<file path="config.mk">
export PLATFORM = sky130hd
export DESIGN_NAME = serial_subtractor_flat
export DESIGN_NICKNAME = d
export VERILOG_FILES = /design/src/rtl/serial_subtractor_if.sv /design/src/rtl/serial_subtractor.sv /design/src/flat_wrapper.sv
export SDC_FILE = /design/constraint.sdc
export NUM_CORES = 1
export LEC_CHECK = 0
export CORE_MARGIN = 10
export CORE_UTILIZATION = 45
export DETAILED_ROUTE_END_ITERATION = 10
export DONT_BUFFER_PORTS = 1
export MAX_ROUTING_LAYER = met4
export PLACE_DENSITY = 0.67
export SYNTH_ARGS = -nofsm -noshare
export SYNTH_HDL_FRONTEND = slang
export SYNTH_SLANG_ARGS = --single-unit
</file>
<file path="constraint.sdc">
create_clock -name Clk -period 1.5 [get_ports Clk]
set_input_delay 0.3 -clock Clk [delete_from_list [all_inputs] [get_ports Clk]]
set_output_delay 0.3 -clock Clk [all_outputs]
set_load 0.02 [all_outputs]
</file>
<file path="src/rtl/serial_subtractor_if.sv">
// -----------------------------------------------------------------------------
// serial_subtractor_if
//   Handshake and operand/result bundle for the bit-serial subtractor.
//   master : drives Start/A/B, observes Busy/Done/Diff/Borrow(/Overflow)
//   slave  : the subtractor side
//   Signals:
//     Start    request, sampled only while Busy=0
//     A, B     minuend / subtrahend, sampled on the accepted-Start edge
//     Busy     high while bits are being shifted
//     Done     one-cycle pulse, result valid
//     Diff     (A - B) mod 2^WIDTH
//     Borrow   1 iff A < B (unsigned)
//     Overflow signed overflow flag, present only when SUB_OVERFLOW_EN is defined
// -----------------------------------------------------------------------------
interface serial_subtractor_if #(
   parameter int WIDTH = 4
);
   logic             Start;
   logic [WIDTH-1:0] A;
   logic [WIDTH-1:0] B;
   logic             Busy;
   logic             Done;
   logic [WIDTH-1:0] Diff;
   logic             Borrow;
`ifdef SUB_OVERFLOW_EN
   logic             Overflow;
`endif

   modport master (
      output Start, A, B,
      input  Busy, Done, Diff, Borrow
`ifdef SUB_OVERFLOW_EN
      , input Overflow
`endif
   );

   modport slave (
      input  Start, A, B,
      output Busy, Done, Diff, Borrow
`ifdef SUB_OVERFLOW_EN
      , output Overflow
`endif
   );
endinterface

</file>
<file path="src/rtl/serial_subtractor.sv">
// -----------------------------------------------------------------------------
// serial_subtractor
//   Bit-serial two's-complement subtractor, Diff = A - B, one bit per clock,
//   LSB first. Start/Busy/Done handshake; Diff/Borrow(/Overflow) are loaded
//   when the FSM enters DONE and held until the next result or reset.
//   Latency: Start accepted at edge N -> Busy cycles N+1..N+WIDTH,
//   Done in cycle N+WIDTH+1. Back-to-back Start in DONE gives one result
//   every WIDTH+1 cycles.
// Ports:
//   Clk    rising-edge clock
//   Rst_n  synchronous reset, active low
//   bus    serial_subtractor_if.slave (Start, A, B, Busy, Done, Diff, Borrow,
//          Overflow when enabled)
// Configuration:
//   SUB_OVERFLOW_EN  when defined, adds the signed Overflow flag and the two
//                    operand-MSB registers it needs.
// -----------------------------------------------------------------------------
module serial_subtractor #(
   parameter int WIDTH = 4
) (
   input  logic                  Clk,
   input  logic                  Rst_n,
   serial_subtractor_if.slave    bus
);

   localparam int CW = $clog2(WIDTH);

   typedef enum logic [1:0] {
      IDLE  = 2'd0,
      SHIFT = 2'd1,
      DONE  = 2'd2
   } state_t;

   state_t           state_q,  state_d;
   logic [WIDTH-1:0] a_q,      a_d;
   logic [WIDTH-1:0] b_q,      b_d;
   // Collected difference bits; the final bit is merged in on DONE entry, so
   // only WIDTH-1 bits need storing here.
   logic [WIDTH-2:0] res_q,    res_d;
   logic [WIDTH-1:0] diff_q,   diff_d;
   logic             bf_q,     bf_d;
   logic             borrow_q, borrow_d;
   logic [CW-1:0]    cnt_q,    cnt_d;
`ifdef SUB_OVERFLOW_EN
   logic             a_msb_q,  a_msb_d;
   logic             b_msb_q,  b_msb_d;
   logic             ovf_q,    ovf_d;
`endif

   // Full subtractor built from two half subtractors.
   logic hs_x, hs_b1, hs_b2, bit_d, bf_next;
   assign hs_x    = a_q[0] ^ b_q[0];
   assign hs_b1   = ~a_q[0] & b_q[0];
   assign bit_d   = hs_x ^ bf_q;
   assign hs_b2   = ~hs_x & bf_q;
   assign bf_next = hs_b1 | hs_b2;

   logic [WIDTH-1:0] diff_final;
   assign diff_final = {bit_d, res_q};

   always_comb begin
      state_d  = state_q;
      a_d      = a_q;
      b_d      = b_q;
      res_d    = res_q;
      diff_d   = diff_q;
      bf_d     = bf_q;
      borrow_d = borrow_q;
      cnt_d    = cnt_q;
`ifdef SUB_OVERFLOW_EN
      a_msb_d  = a_msb_q;
      b_msb_d  = b_msb_q;
      ovf_d    = ovf_q;
`endif
      case (state_q)
         IDLE, DONE: begin
            state_d = IDLE;
            if (bus.Start) begin
               state_d = SHIFT;
               a_d     = bus.A;
               b_d     = bus.B;
               bf_d    = 1'b0;
               cnt_d   = '0;
`ifdef SUB_OVERFLOW_EN
               a_msb_d = bus.A[WIDTH-1];
               b_msb_d = bus.B[WIDTH-1];
`endif
            end
         end
         SHIFT: begin
            a_d   = {1'b0, a_q[WIDTH-1:1]};
            b_d   = {1'b0, b_q[WIDTH-1:1]};
            // New bit enters at the top; the oldest falls off bit 0.
            res_d = (WIDTH-1)'({bit_d, res_q} >> 1);
            bf_d  = bf_next;
            if (cnt_q == CW'(WIDTH-1)) begin
               // Last bit: counter holds rather than wrapping.
               state_d  = DONE;
               diff_d   = diff_final;
               borrow_d = bf_next;
`ifdef SUB_OVERFLOW_EN
               ovf_d    = (a_msb_q ^ b_msb_q) & (a_msb_q ^ diff_final[WIDTH-1]);
`endif
            end else begin
               cnt_d = cnt_q + CW'(1);
            end
         end
         default: state_d = IDLE;
      endcase
   end

   always_ff @(posedge Clk) begin
      if (!Rst_n) begin
         state_q  <= IDLE;
         a_q      <= '0;
         b_q      <= '0;
         res_q    <= '0;
         diff_q   <= '0;
         bf_q     <= 1'b0;
         borrow_q <= 1'b0;
         cnt_q    <= '0;
`ifdef SUB_OVERFLOW_EN
         a_msb_q  <= 1'b0;
         b_msb_q  <= 1'b0;
         ovf_q    <= 1'b0;
`endif
      end else begin
         state_q  <= state_d;
         a_q      <= a_d;
         b_q      <= b_d;
         res_q    <= res_d;
         diff_q   <= diff_d;
         bf_q     <= bf_d;
         borrow_q <= borrow_d;
         cnt_q    <= cnt_d;
`ifdef SUB_OVERFLOW_EN
         a_msb_q  <= a_msb_d;
         b_msb_q  <= b_msb_d;
         ovf_q    <= ovf_d;
`endif
      end
   end

   assign bus.Busy   = (state_q == SHIFT);
   assign bus.Done   = (state_q == DONE);
   assign bus.Diff   = diff_q;
   assign bus.Borrow = borrow_q;
`ifdef SUB_OVERFLOW_EN
   assign bus.Overflow = ovf_q;
`endif

endmodule

</file>
<file path="src/flat_wrapper.sv">
// flat-port wrapper written by rule: the top's interface ports become plain ports
module serial_subtractor_flat 
#(
   parameter int WIDTH = 4
)
  (Clk, Rst_n, bus_Start, bus_A, bus_B, bus_Busy, bus_Done, bus_Diff, bus_Borrow);
  serial_subtractor_if #(.WIDTH(WIDTH)) bus_i ();
  input  logic Clk;
  input  logic Rst_n;
  input wire logic [$bits(bus_i.Start)-1:0] bus_Start;
  input wire logic [$bits(bus_i.A)-1:0] bus_A;
  input wire logic [$bits(bus_i.B)-1:0] bus_B;
  output wire logic [$bits(bus_i.Busy)-1:0] bus_Busy;
  output wire logic [$bits(bus_i.Done)-1:0] bus_Done;
  output wire logic [$bits(bus_i.Diff)-1:0] bus_Diff;
  output wire logic [$bits(bus_i.Borrow)-1:0] bus_Borrow;
  assign bus_i.Start = bus_Start;
  assign bus_i.A = bus_A;
  assign bus_i.B = bus_B;
  assign bus_Busy = bus_i.Busy;
  assign bus_Done = bus_i.Done;
  assign bus_Diff = bus_i.Diff;
  assign bus_Borrow = bus_i.Borrow;
  serial_subtractor #(.WIDTH(WIDTH)) u_core (.Clk(Clk), .Rst_n(Rst_n), .bus(bus_i));
endmodule
</file>
=== Word-level counts from Yosys, hierarchy flattened ===
Cells that the tools add are included.
Widths: inputs -> output; s select.

* Flip-flop bits (word level): 21
* Output and inout bits: 7
* Logic and storage cells: 40

* Add/subtract/negate cells: 1
* Eq/ne operators: 6
* Muxes and demuxes: 12
* Bitwise operators: 7
* Reduce and logical (&&, ||, !) cells: 6

{| class="wikitable"
|+ Operators by type and width
! operator !! count
|-
| $pmux 4 s2 || 2
|-
| $mux 4 || 2
|-
| $pmux 2 s2 || 2
|-
| $mux 2 || 3
|-
| $eq 2x2->1 const B || 2
|-
| $ne 2x2->1 const B || 2
|-
| $reduce_and 2->1 || 2
|-
| $reduce_and 3->1 || 1
|-
| $add 2x1->2 const B || 1
|-
| $and 1x1->1 || 2
|-
| $eq 2x1->1 const B || 1
|-
| $logic_not 2->1 || 1
|-
| $mux 1 || 2
|-
| $ne 2x1->1 const B || 1
|-
| $not 1->1 || 2
|-
| $pmux 1 s2 || 1
|-
| $reduce_bool 2->1 || 1
|-
| $reduce_or 2->1 || 1
|-
| $xor 1x1->1 || 2
|-
| $or 1x1->1 || 1
|}

=== Longest topological paths before layout ===
Gate-level depths: netlist (run 1).

* Depth in word-level cells: 5
* Depth in mapped cells: 5
* Gate-level depth less buffers: 4

=== Least setup slack after synthesis (run 1) ===
Ideal clock, no wire load.

* Path type: flip-flop to flip-flop
* Start point: register u_core.b_q[0]
* End point: register u_core.diff_q[3], in the netlist u_core.bus.Diff[3]
* Data arrival time: 1.057 ns
* Required time: 1.430 ns
* Path slack: 0.373 ns
* Cell stages (with the launch flop): 5
* Clock period less this slack: 1.127 ns
* Path through: dfxtp_1 -> inv_1 -> fa_1 -> nand3_1 -> a21oi_1

* Longest elaborated chain between the ends: 2

{| class="wikitable"
|+ RTL lines
! what !! RTL line !! source
|-
| from (decl) || serial_subtractor.sv:36 || <nowiki>logic [WIDTH-1:0] b_q, b_d;</nowiki>
|-
| from (signal assigned) || serial_subtractor.sv:116 || <nowiki>b_q <= '0;</nowiki>
|-
| from (signal assigned) || serial_subtractor.sv:130 || <nowiki>b_q <= b_d;</nowiki>
|-
| $xor 1x1->1 || serial_subtractor.sv:52 || <nowiki>assign hs_x = a_q[0] ^ b_q[0];</nowiki>
|-
| $xor 1x1->1 || serial_subtractor.sv:54 || <nowiki>assign bit_d = hs_x ^ bf_q;</nowiki>
|-
| named net u_core.bit_d || serial_subtractor.sv:51 || <nowiki>logic hs_x, hs_b1, hs_b2, bit_d, bf_next;</nowiki>
|-
| to (signal assigned) || serial_subtractor.sv:132 || <nowiki>diff_q <= diff_d;</nowiki>
|-
| to (decl) || serial_subtractor.sv:40 || <nowiki>logic [WIDTH-1:0] diff_q, diff_d;</nowiki>
|}

The timed path passes the listed nets, and every way through them passes these cells.
A chain may end at the register's enable or synchronous reset.

=== Worst setup path in the final report (run 1) ===
* Start point: register u_core.state_q[1]
* End point: output bus_Busy

* Longest elaborated chain between the ends: 1

{| class="wikitable"
|+ RTL lines
! what !! RTL line !! source
|-
| from (decl) || serial_subtractor.sv:34 || <nowiki>state_t state_q, state_d;</nowiki>
|-
| from (signal assigned) || serial_subtractor.sv:128 || <nowiki>state_q <= state_d;</nowiki>
|-
| $eq 2x1->1 || serial_subtractor.sv:144 || <nowiki>assign bus.Busy = (state_q == SHIFT);</nowiki>
|-
| to (decl) || flat_wrapper.sv:13 || <nowiki>output wire logic [$bits(bus_i.Busy)-1:0] bus_Busy;</nowiki>
|}

Every way passes these cells.

==> results of run 1 <==
-- metal layers --
metal  GRT usage  wire [um]  vias to the layer above  part of all wire
met5           -          0                        -                 0
met1       0.103        794                      310              0.45
li1            -          -                      357                 -
met3      0.0331         71                        5             0.040
met2       0.144        846                       13              0.48
met4      0.0574         51                        0             0.029
-- power by group --
part	total (W)	internal, W	switching, W	leakage, nW
clock network	0.000274	0.0000997	0.000175	0.0177
registers	0.000605	0.000587	0.0000182	0.172
logic	0.000119	0.0000469	0.0000724	0.129
-- cell usage after synthesis --
library cell	count
dfxtp_1	21
inv_1	3
nor2_1	2
buf_6	1
fa_1	1
o211ai_1	2
nand2b_1	2
nand2_1	24
ha_1	1
nand2b_2	1
a311oi_1	1
clkbuf_2	1
a21oi_1	13
nand3_1	7
o21a_1	1
or3_1	1
a31oi_1	6
inv_2	1
buf_4	1
nor2b_1	2
buf_2	4
o21ai_0	6
nand3b_1	2
-- repair_timing --
action / CTS / global route
pin swaps: 0 / 0
endpoints found under the setup margin: 1 / 2
resized for setup: 1 / 4
-- cells by family (layout without fill, tap and decap cells) --
kind of cell	count (synthesis)	in the layout	share of synthesized area
AND/OR/NAND/NOR	41	41	0.217
AO/OA/AOI/OAI	29	29	0.190
flip-flops	21	21	0.487
buffers and inverters	11	12	0.0681
adder cells (fa/ha/maj)	2	2	0.0377
-- area by class of cell --
cell class              instances  area (um2)  area share
flip-flops and latches         21         422       0.457
multi-input cells              72         392       0.425
well taps                      25        31.3      0.0339
repair buffers                  4        30.0      0.0326
clock buffers                   3        22.5      0.0244
inverters                       4        20.0      0.0217
clock inverters                 1        5.00     0.00543
-- final timing paths --
kind                              to  slack (ns)  depth (start not counted)
setup / recovery            bus_Busy         0.1                          3
hold / removal         u_core.b_q[3]        0.11                          2
setup reg to reg  u_core.bus.Diff[2]        0.27                          4
hold reg to reg      u_core.res_q[0]        0.46                          2
-- sequential cells by signal, indices dropped and copies added, names as in the netlist --
register,cells
u_core.res_q,3
u_core.a_q,4
u_core.state_q,2
u_core.bf_q,1
u_core.cnt_q,2
u_core.bus.Diff,4
u_core.b_q,4
u_core.bus.Borrow,1
-- worst reg2reg max path: cells and delay by family (launching register included) --
kind                       cells  cell delay (ns)
and+or+nand+nor                2             0.33
DFF                            1             0.39
AOI/OAI and AO/OA              1             0.08
adders and majority gates      1             0.32
-- through the flow --
| stage | hold WS [ns] | total power (W) | instances |
|---|---|---|---|
| 5_1_grt | 0.108 | 0.00106 | 130 |
| 2_1_floorplan | 0.436 | 0.000709 | 104 |
| 4_1_cts | 0.0981 | 0.00101 | 130 |
| 3_3_place_gp | 0.441 | 0.000730 | 126 |
| 6_report | 0.110 | 0.000998 | 130 |
| 3_5_place_dp | 0.444 | 0.000733 | 126 |
==> qor.yml, run 1 <==
grt_pass1_wl_mm: 3.04
synth_seq_area_share: 0.487
crit_family: "flip-flops"
h-tree-depth: 1
ioPinCount: 18
vias: 685
cts-hold-fix-buffers: 0
fin_crit_ns: 1.40
final_cell_mix: "24 x nand2_1, 20 x dfxtp_1, 13 x a21oi_1"
crit_slowest_cell: "dfxtp_1"
synth_cell_types: 23
layout_worst_path_cycle_share: 0.934
worstReg2RegStart: "u_core.cnt_q[0]"
max_stage_delay_ns: 0.36
grt_max_degree: 16
dieHeight_um: 63.8
critPathArrivalTime_ns: 1.10
cp-start-kind: "flop"
stdcell_area_um2: 922
areaGrowthSynthToFinish_pct: 6.81
power.density_nw_per_um2: 1080
grt-ovfl-total: 0
synth-seq-cells: 21
syn_area_per_cell_um2: 8.30
grt_pass1_vias: 653
synth.largest_area_cell: "dfxtp_1"
cts_setup_buffers: 0
setup_tns_ns: 0
hold_viol_final: 0
drc: 0
clock_path_buffers: 2
synthesis.area_um2: 863
dr.pass1.iters: 4
hp-class: "in2reg"
syn_inst: 104
gp_congestion: 0.706
clockRootBuffer: "clkbuf_4"
via_per_inst: 5.27
synth_area_leaders: "dfxtp_1 49%, nand2_1 10%, a21oi_1 7.5%, a31oi_1 4.3%, nand3_1 4.1%"
drive_gt1_frac: 0.114
startpoint: "u_core.state_q[1]"
port_buffers: 0
cts_buffers: 3
worstPathMaxFanout: 12
nets: 119
rows: 15
setup_slack_ns: 0.0990
dieArea_um2: 4070
path_class: "reg2out"
grt_use_total: 0.0946
final_common_cell: "nand2_1"
final_antenna_net_count: 0
cts_tree: "done"
initial_utilization: 0.489
dp_hpwl_mm: 1.31
path_buf_inv: 2
die_w_um: 63.8
skew_ns: 0.000857
setup.worst_path.end_class: "primary output"
maxSlewViolCount: 0
p_leak_nw: 0.318
clkTransAtPathRegs_ns: 0.11
worstMarginPinSlew_ns: 0.452
synth_top_area_share: 0.487
place_area_um2: 881
peakVddDrop_mv: 0.682
placeableCoreArea_um2: 1760
cap_violations: 0
drt_iter0_drc: 25
dp_slack_ns: 0.136
fillers: 195
critical_path.cell_chain: "nand2b_4 -> clkinv_4 -> buf_4"
clock.fmax_mhz: 714
setup_violations: 0
clock_latency_ns: 0.31
antenna_cells: 0
drt_wl_total_mm: 1.76
syn_nets: 117
relSlewSlack: 0.699
ys_warn_count: 0
crit_required_ns: 1.20
antenna_found_initial: 0
utilization: 0.523
rsz0062_at_grt: "false"
wire_per_inst_um: 13.6
min_from: "bus_B[3]"
cts.sinks: 21
status: "finished, final reports clean"
(Power assumes the default switching activity.)
==> run 2, diff against run 1 <==
--- a/config.mk
+++ b/config.mk
@@ -10,7 +10,6 @@
 export DETAILED_ROUTE_END_ITERATION = 10
 export DONT_BUFFER_PORTS = 1
 export MAX_ROUTING_LAYER = met4
-export PLACE_DENSITY = 0.67
 export SYNTH_ARGS = -nofsm -noshare
 export SYNTH_HDL_FRONTEND = slang
 export SYNTH_SLANG_ARGS = --single-unit
==> run 2 against run 1 <==
Compared with the run above: clock skew rose by 0.00083 ns; first-iteration DRC count fell by 16%; global-route usage rose by 0.29 points; utilization fell by 0.071 points; via count rose by 2.9%; non-clock buffer count rose by 1; count of clock-buffer cells in the layout rose by 1; sequential share of layout area rose by 0.062 points; die area did not move; largest power group unchanged.
==> qor.yml, run 2 (synthesized netlist as in run 1, its figures left out) <==
status: "finished, final reports clean"  # unchanged
vias: 705  # was 685
relSlewSlack: 0.700  # was 0.699
finalPower_w: 0.000994  # was 0.000998 W
clock_path_buffers: 2  # unchanged
grtUsageMet3: 0.0296  # was 0.0331
drt_iter0_drc: 21  # was 25
antenna_cells: 0  # unchanged
setup_violations: 0  # unchanged
peakVddDrop_mv: 0.523  # was 0.682 mV
dp_hpwl_mm: 1.31  # about the same
drc: 0  # unchanged
antenna_found_initial: 0  # unchanged
drt_wl_total_mm: 1.81  # was 1.76 mm
final_cells: 131  # was 130
dr.pass1.iters: 4  # unchanged
fillers: 186  # was 195
met2_usage: 0.142  # was 0.144
busiest_layer: "met2"  # unchanged
worstMarginPinSlew_ns: 0.449  # was 0.452 ns
placeableCoreArea_um2: 1760  # unchanged
layout_worst_path_cycle_share: 0.937  # was 0.934
grt-ovfl-total: 0  # unchanged
final_cell_mix: "24 x nand2_1, 20 x dfxtp_1, 13 x a21oi_1"  # unchanged
hold_viol_final: 0  # unchanged
hp-class: "in2reg"  # unchanged
drive_gt1_frac: 0.113  # was 0.114
cts.sinks: 21  # unchanged
clockRootBuffer: "clkbuf_4"  # unchanged
crit_family: "flip-flops"  # unchanged
final_antenna_net_count: 0  # unchanged
rows: 15  # unchanged
die_w_um: 63.8  # unchanged
port_buffers: 0  # unchanged
critPathArrivalTime_ns: 1.11  # was 1.10 ns
initial_utilization: 0.489  # unchanged
wire_per_inst_um: 13.8  # was 13.6 um
setup.worst_path.end_class: "primary output"  # unchanged
maxSlewViolCount: 0  # unchanged
cp-start-kind: "flop"  # unchanged
h-tree-depth: 1  # unchanged
via_per_inst: 5.38  # was 5.27
power.density_nw_per_um2: 1080  # about the same
ioPinCount: 18  # unchanged
setup_tns_ns: 0  # unchanged
max_stage_delay_ns: 0.33  # was 0.36 ns
grt_use_total: 0.0975  # was 0.0946
path_buf_inv: 2  # unchanged
areaGrowthSynthToFinish_pct: 6.67  # was 6.81%
crit_slowest_cell: "dfxtp_1"  # unchanged
rsz0062_at_grt: "false"  # unchanged
worstPathMaxFanout: 8  # was 12
clock.fmax_mhz: 712  # was 714 MHz
dieArea_um2: 4070  # unchanged
skew_ns: 0.00169  # was 0.000857 ns
clock_latency_ns: 0.30  # was 0.31 ns
crit_required_ns: 1.20  # about the same
cap_violations: 0  # unchanged
clkTransAtPathRegs_ns: 0.11  # about the same
final_common_cell: "nand2_1"  # unchanged
nets: 120  # was 119
dieHeight_um: 63.8  # unchanged
cts_tree: "done"  # unchanged
gp_congestion: 0.792  # was 0.706
grt_max_degree: 17  # was 16
grt_pass1_wl_mm: 3.19  # was 3.04 mm
gr-usage-met1: 0.122  # was 0.103
grt_pass1_vias: 693  # was 653
critical_path.cell_chain: "nand2b_2 -> inv_4 -> buf_4"  # was nand2b_4 -> clkinv_4 -> buf_4
path_class: "reg2out"  # unchanged
cts_buffers: 3  # unchanged
p_leak_nw: 0.320  # was 0.318 nW
fin_crit_ns: 1.41  # was 1.40 ns
post-place-cells: 126  # unchanged
-- run 2: cell types whose count changed in the layout (fill, tap and decap cells not counted), sizes merged --
cell and change:
inv +1, buf +1, clkinv -2, clkbuf +1
-- run 2: path summary, 6_finish.rpt --
kind / start / end / depth (start not counted) / slack, ns
worst max-delay path: u_core.state_q[1] / bus_Busy / 3 / 0.09
worst min-delay path: bus_B[3] / u_core.b_q[3] / 2 / 0.12
worst max register to register: u_core.cnt_q[0] / u_core.bus.Diff[1] / 4 / 0.27
worst min register to register: u_core.b_q[2] / u_core.b_q[2] / 2 / 0.48
-- run 2: area by class of cell --
class | instances | area [um2] | area share
tap | 25 | 31.3 | 0.0340
clock buffer | 4 | 26.3 | 0.0285
sequential | 21 | 422 | 0.458
multi-input combinational | 72 | 387 | 0.420
timing repair buffer | 5 | 37.5 | 0.0408
inverter | 4 | 17.5 | 0.0190
-- run 2: through the flow --
stage | cell area (um2) | setup slack [ns] | util | hold slack [ns]
final | 921 | 0.0945 | 0.522 | 0.118
after global routing | 921 | 0.0162 | 0.522 | 0.120
after CTS | 917 | 0.0830 | 0.520 | 0.112
after detailed placement | 881 | 0.147 | 0.499 | 0.444
after global placement | 881 | 0.170 | 0.499 | 0.441
after floorplan | 863 | 0.373 | - | 0.436
-- run 2: what timing repair did --
item / CTS / global route
hold buffers: 0 / 0
resized for setup: 1 / 2
setup buffers: 1 / 0
endpoints found under the setup margin: 1 / 3
pin swaps: 0 / 0
cloned: 0 / 0
-- run 2: routing by layer --
layer  wire [um]  part of all wire
met5           0                 0
met1         872              0.48
met2         831              0.46
met4          34             0.019
met3          68             0.038
-- run 2: report_power, final --
| part | internal [W] | switching [W] |
|---|---|---|
| Sequential | 0.000586 | 0.0000170 |
| Combinational | 0.0000484 | 0.0000735 |
| Clock | 0.000104 | 0.000165 |
| Total | 0.000739 | 0.000255 |
==> run 3, diff against run 2 <==
--- a/config.mk
+++ b/config.mk
@@ -7,6 +7,7 @@
 export LEC_CHECK = 0
 export CORE_MARGIN = 10
 export CORE_UTILIZATION = 45
+export CTS_CLUSTER_DIAMETER = 200
 export DETAILED_ROUTE_END_ITERATION = 10
 export DONT_BUFFER_PORTS = 1
 export MAX_ROUTING_LAYER = met4
==> results of run 3 <==
The final DEF is identical to that of run 2; final timing and power are the same.
